**src/rtl/oc8051_cxfetch.sv**
```systemverilog
// oc8051_cxfetch: code-byte prefetcher for the 8051 core.
// Reads 32-bit words from a combinational code ROM and delivers them to the
// decoder as a stream of bytes with their code addresses.
// Optional feature macro: OC8051_CXFETCH_STATS_EN enables the saturating count of
// captured ROM words on fetch_cnt. When it is not defined, fetch_cnt is tied to 0.

module oc8051_cxfetch #(
    parameter int unsigned BUF_DEPTH = 8
) (
    input  logic        clk,
    input  logic        rst,
    input  logic        redirect,
    input  logic [15:0] redirect_addr,
    input  logic        fetch_en,
    output logic [15:0] cxrom_addr,
    input  logic [31:0] cxrom_data_in,
    output logic [7:0]  byte_out,
    output logic [15:0] byte_pc,
    output logic        byte_valid,
    input  logic        byte_ready,
    output logic [15:0] fetch_cnt
);

    localparam int unsigned PTR_W = $clog2(BUF_DEPTH);
    localparam int unsigned CNT_W = PTR_W + 1;

    localparam logic StIdle  = 1'b0;
    localparam logic StFetch = 1'b1;

    // Registered state
    logic             r_state;
    logic [15:0]      r_fetch_pc;
    logic [CNT_W-1:0] r_count;
    logic [PTR_W-1:0] r_wptr;
    logic [PTR_W-1:0] r_rptr;
    logic [7:0]       r_buf [BUF_DEPTH];

    // Next-state values
    logic             w_state_nxt;
    logic [15:0]      w_fetch_pc_nxt;
    logic [CNT_W-1:0] w_count_nxt;
    logic [PTR_W-1:0] w_wptr_nxt;
    logic [PTR_W-1:0] w_rptr_nxt;

    logic             w_valid;
    logic             w_push;
    logic             w_pop;

    // Handshake decode; count is the pre-pop occupancy, so room for a full word
    // means at most BUF_DEPTH-4 bytes currently held.
    always_comb begin
        w_valid = (r_count != '0);
        w_push  = (r_state == StFetch) & fetch_en & ~redirect &
                  (r_count <= CNT_W'(BUF_DEPTH - 4));
        w_pop   = w_valid & byte_ready & ~redirect;
    end

    // Next-state logic; redirect flushes the buffer and wins over push and pop.
    always_comb begin
        w_state_nxt    = r_state;
        w_fetch_pc_nxt = r_fetch_pc;
        w_count_nxt    = r_count;
        w_wptr_nxt     = r_wptr;
        w_rptr_nxt     = r_rptr;
        if (redirect) begin
            w_state_nxt    = StFetch;
            w_fetch_pc_nxt = redirect_addr;
            w_count_nxt    = '0;
            w_wptr_nxt     = '0;
            w_rptr_nxt     = '0;
        end else begin
            if (w_push) begin
                w_fetch_pc_nxt = r_fetch_pc + 16'd4;
                w_wptr_nxt     = r_wptr + PTR_W'(4);
            end
            if (w_pop) begin
                w_rptr_nxt = r_rptr + PTR_W'(1);
            end
            w_count_nxt = r_count + (w_push ? CNT_W'(4) : CNT_W'(0))
                                  - (w_pop  ? CNT_W'(1) : CNT_W'(0));
        end
    end

    // Control state registers with synchronous active-low reset
    always_ff @(posedge clk) begin
        if (!rst) begin
            r_state    <= StIdle;
            r_fetch_pc <= 16'h0000;
            r_count    <= '0;
            r_wptr     <= '0;
            r_rptr     <= '0;
        end else begin
            r_state    <= w_state_nxt;
            r_fetch_pc <= w_fetch_pc_nxt;
            r_count    <= w_count_nxt;
            r_wptr     <= w_wptr_nxt;
            r_rptr     <= w_rptr_nxt;
        end
    end

    // Byte storage: a push writes the word's bytes in ascending address order.
    // Contents need no reset; occupancy alone decides what is valid.
    always_ff @(posedge clk) begin
        if (rst && w_push) begin
            for (int k = 0; k < 4; k++) begin
                r_buf[r_wptr + PTR_W'(k)] <= cxrom_data_in[8*k +: 8];
            end
        end
    end

    // Buffered bytes are contiguous and end just below fetch_pc, so the
    // oldest byte's address is fetch_pc minus the occupancy.
    always_comb begin
        cxrom_addr = r_fetch_pc;
        byte_valid = w_valid;
        byte_out   = r_buf[r_rptr];
        byte_pc    = r_fetch_pc - 16'(r_count);
    end

`ifdef OC8051_CXFETCH_STATS_EN
    logic [15:0] r_fetch_cnt;

    // Saturating count of captured words; only reset clears it.
    always_ff @(posedge clk) begin
        if (!rst) begin
            r_fetch_cnt <= 16'h0000;
        end else if (w_push && (r_fetch_cnt != 16'hFFFF)) begin
            r_fetch_cnt <= r_fetch_cnt + 16'd1;
        end
    end

    assign fetch_cnt = r_fetch_cnt;
`else
    assign fetch_cnt = 16'h0000;
`endif

endmodule

```
**config.mk**
```make
export PLATFORM = sky130hd
export DESIGN_NAME = oc8051_cxfetch
export DESIGN_NICKNAME = d
export VERILOG_FILES = /design/src/rtl/oc8051_cxfetch.sv
export SDC_FILE = /design/constraint.sdc
export NUM_CORES = 1
export LEC_CHECK = 0
export BUFFER_PORTS_ARGS = -buffer_cell sky130_fd_sc_hd__buf_2
export CAP_MARGIN = 20
export CORE_ASPECT_RATIO = 1.5
export CORE_MARGIN = 3
export CORE_UTILIZATION = 53
export DETAILED_ROUTE_END_ITERATION = 8
export GPL_TIMING_DRIVEN = 0
export PLACE_DENSITY = 0.76
export SLEW_MARGIN = 20
export SYNTH_ARGS = -nofsm -noshare
export SYNTH_HDL_FRONTEND = slang
export SYNTH_SLANG_ARGS = --single-unit
```
**constraint.sdc**
```tcl
create_clock -name clk -period 4.3 [get_ports clk]
set_input_delay 0.215 -clock clk [delete_from_list [all_inputs] [get_ports clk]]
set_output_delay 0.215 -clock clk [all_outputs]
set_load 0.01 [all_outputs]
```
==> results.txt <==
In the final layout, the share of cells above drive strength 1 is 35.4%. The kind of cell adding the most delay to the critical path was simple AND/OR/NAND/NOR gates. The critical path contains buffers and inverters numbering 3 combined.

The worst setup path is of the reg -> out kind. After detailed routing, the number of remaining DRC violations is 0. The tools report the count of boundary I/O pins as 110. At the later pin of the worst-skew pair, clock insertion delay measures 0.33 ns.

Routability-driven placement finished with a final weighted congestion of 0.911. The tools report the part of the power in combinational logic as 13.4%. The placed wire-length estimate after detailed placement is 7660 µm, and the count of input and output buffers is 93.

In this run the remaining antenna-violating nets after routing total 0. Of all nets on the critical path, the largest fanout is 7. Sequential elements use 57.0% of the synthesized area. The number of hold violations in the final report came out at 0. The run gives 0 as the final number of max-transition violations.

The total overflow left after global routing is 0. Number of fill cells in the layout: 571. The critical path goes through inv_1 -> ha_1 -> or2_1 -> clkbuf_1 -> a311o_1 -> or4_1 -> xnor2_1 -> buf_2.

In this run the cell area of the synthesized design comes to 4360 µm². The run finished with clean final reports. STA classifies the critical path endpoint as an output pin. The vertical die dimension came out at 117 µm. TritonCTS built the clock tree. For the routed via count, the log shows 3136.

Of the total power, the share spent switching nets is 23.6%. The analysis attributes to net switching a power of 493 µW. The master of the slowest instance on the critical path was a311o_1. The logs give 3169 for the via count of the first global-routing pass and 1600 µW for the design internal power. In this run the tightest slew margin relative to its limit is 38.3%. For the finished layout, the period the worst path requires is 2.90 ns. Data required time of the critical path: 4.09 ns. Buffers inserted to repair hold after CTS numbered 0. The count of flip-flops with a built-in enable after synthesis is 64, and the overall routing resource usage is 23.1%. STA classifies the critical path startpoint as a flip-flop.

The count of yosys warnings during synthesis came out at 0. The number of distinct standard cells referenced by the synthesized netlist is 53, and the number of detailed-route iterations in the first pass is 5. After detailed routing, the total wire length is 10200 µm.

Setup repair after global routing left no endpoint under its margin. At the pin with the least slew margin, the transition time is 0.914 ns. The clock network is responsible for 39.4% of the overall power.

The first global-routing pass estimated 16000 µm of wire. The logs give 9360 µm² for the area of the die and 39 for the number of rows created at floorplan. Number of maximum-capacitance violations: 0.

Post-synthesis instance total: 333. Share of the cycle needed by the critical path after routing: 67.4%. The total placed cells including tap cells is 546, and the layout overhead on the synthesized area is 23.0%. Hold timing on the final database bottoms out at a slack of 0.0667 ns. The H-tree was split into 3 levels. For the sequential cell fraction of total power, the log shows 47.1%. After the flow finishes, the layout carries non-filler instances totaling 562. In the synthesized netlist the dominant register cell turns out to be edfxtp_1.

The synthesis-stage register bit count came out at 92. Setup violations remaining at the end of the flow were counted as 0. The top achievable clock speed came out at 345 MHz. Using the TritonRoute via totals, the vias-per-cell ratio works out to 5.58.

The clock drives 92 sinks. The longest clock path from root to sink contains 2 buffers. The number of antenna diodes in the final layout is 0. The tree is rooted in a clkbuf_16.

Once the clock tree was built, the setup fixing pass inserted 0 buffers. Each instance of the synthesized netlist takes up on average 13.1 µm². Clock skew on the completed layout was measured at 0.00593 ns. Entering global routing, the biggest net connects 33 pins. The detailed router finished its first iteration with 163 violations. For this run, the slowest stage of the critical path takes 0.49 ns. The tightest min-delay check is of the in -> reg type.

The initial antenna violation count is 0, and the mean routed wirelength per cell is 18.1 µm. Data on the critical path arrives at its endpoint at 2.68 ns. Across the VDD grid, the largest voltage drop is 0.206 mV. Clock-pin slew was measured on the worst setup and hold paths at 0.06 ns. The starting density of the core is 55.8%, and the number of nets in the final layout is 519. Power spread over the standard cell area amounts to 390 nW/µm².

The share of synthesized flip-flops with an asynchronous set or reset came out at 0%. The die is 80.0 µm wide. After clock tree synthesis, the repair step resized 0 gates. The region available for standard cell placement spans 7810 µm².

The leakage power total was 0.00212 µW; the number of buffers created by CTS was 9.
==> path summary, 6_finish.rpt <==
path	start	to	slack (ns)	cells after the start
worst max-delay path	r_count[3]	byte_pc[8]	1.40	8
worst min register to register	r_state	r_state	0.51	2
worst max register to register	r_count[3]	r_buf[7][7]	1.48	4
worst min-delay path	cxrom_data_in[11]	r_buf[5][3]	0.07	1
==> synthesized netlist by cell type (9+ instances only) <==
cell type,n,area share [%]
dfxtp_1,28,13
o21ai_0,9,1.0
clkbuf_1,11,0.95
ha_1,9,2.6
buf_4,16,2.8
edfxtp_1,64,44
xnor2_1,9,1.8
mux2_2,9,2.3
nand2_1,21,1.8
mux4_2,16,8.3
nor2_1,19,1.6
inv_1,16,1.4
==> cells by family (layout without fill, tap and decap cells) <==
kind of cell | after synthesis | in the layout | synth area share (%)
muxes | 28 | 28 | 11.3
buffers and inverters | 50 | 162 | 6.09
xor gates and xnor gates | 17 | 17 | 3.42
AOI/OAI and AO/OA | 43 | 43 | 6.81
and+or+nand+nor | 91 | 91 | 11.8
other | 1 | 16 | 0.0861
DFF | 92 | 92 | 57.0
adders and majority gates | 11 | 11 | 3.50
==> sequential cells by signal (all words and copies together) (netlist names), named ones only <==
name and count:
cxrom_addr 16, r_buf 64, r_count 4, r_rptr 3, r_state 1, r_wptr 1
==> layout make-up <==
cell class	instances	area, µm²	area share (%)
multi-input cells	206	1670	31.2
repair buffers	96	495	9.25
well taps	102	128	2.38
flip-flops and latches	92	2480	46.3
plain buffers	33	201	3.76
clock inverters	7	91.3	1.70
clock buffers	9	225	4.20
inverters	17	63.8	1.19
==> through the flow <==
| step | total power [µW] | setup slack (ns) | utilization (%) | TNS, ns | instance area, µm² |
|---|---|---|---|---|---|
| after floorplan | 1180 | 0.485 | - | 0 | 4410 |
| after global placement | 1280 | -0.826 | 64.1 | -26.41 | 5000 |
| after detailed placement | 1280 | 1.56 | 64.6 | 0 | 5040 |
| after CTS | 2100 | 1.38 | 68.6 | 0 | 5360 |
| after global routing | 2170 | 1.25 | 68.6 | 0 | 5360 |
| final | 2090 | 1.40 | 68.6 | 0 | 5360 |
==> routing by layer <==
metal	track usage (%)	wire length, µm	share of wire (%)	vias up
met4	11.5	288	2.8	0
met1	25.1	3500	34	1489
met3	5.28	807	7.9	26
li1	-	-	-	1465
met5	0	0	0	-
met2	42.0	5580	55	156
==> power by group through the flow <==
stage	combinational (µW)	sequential [µW]	clock, µW
after floorplan	176	1000	0
after global placement	274	1000	0
after detailed placement	280	1000	0
after CTS	283	985	834
after global routing	310	987	872
final	281	986	825
==> cells in the final DEF, fill, tap and decap left out, types with 3 or more instances in the layout <==
cell type | synthesis | routed
nor3_1 | 8 | 7
mux4_2 | 16 | 16
a21oi_1 | 7 | 7
o21a_1 | 3 | 3
clkbuf_1 | 11 | 11
xor2_1 | 8 | 8
inv_1 | 16 | 16
clkbuf_16 | 0 | 9
xnor2_1 | 9 | 9
or4_1 | 6 | 6
a31oi_1 | 6 | 6
buf_4 | 16 | 17
o31ai_1 | 3 | 3
clkinv_1 | 1 | 3
nand3_1 | 8 | 8
buf_2 | 2 | 95
nand2_1 | 21 | 21
buf_6 | 2 | 4
mux2_2 | 9 | 9
mux2i_1 | 3 | 3
o21ai_0 | 9 | 9
nor2_1 | 19 | 19
dfxtp_1 | 28 | 28
ha_1 | 9 | 9
o31a_1 | 3 | 3
edfxtp_1 | 64 | 64
o41ai_1 | 3 | 3
and3_1 | 6 | 5
nand4_1 | 5 | 5
conb_1 | 1 | 16
Power figures use the tool's default switching activity.
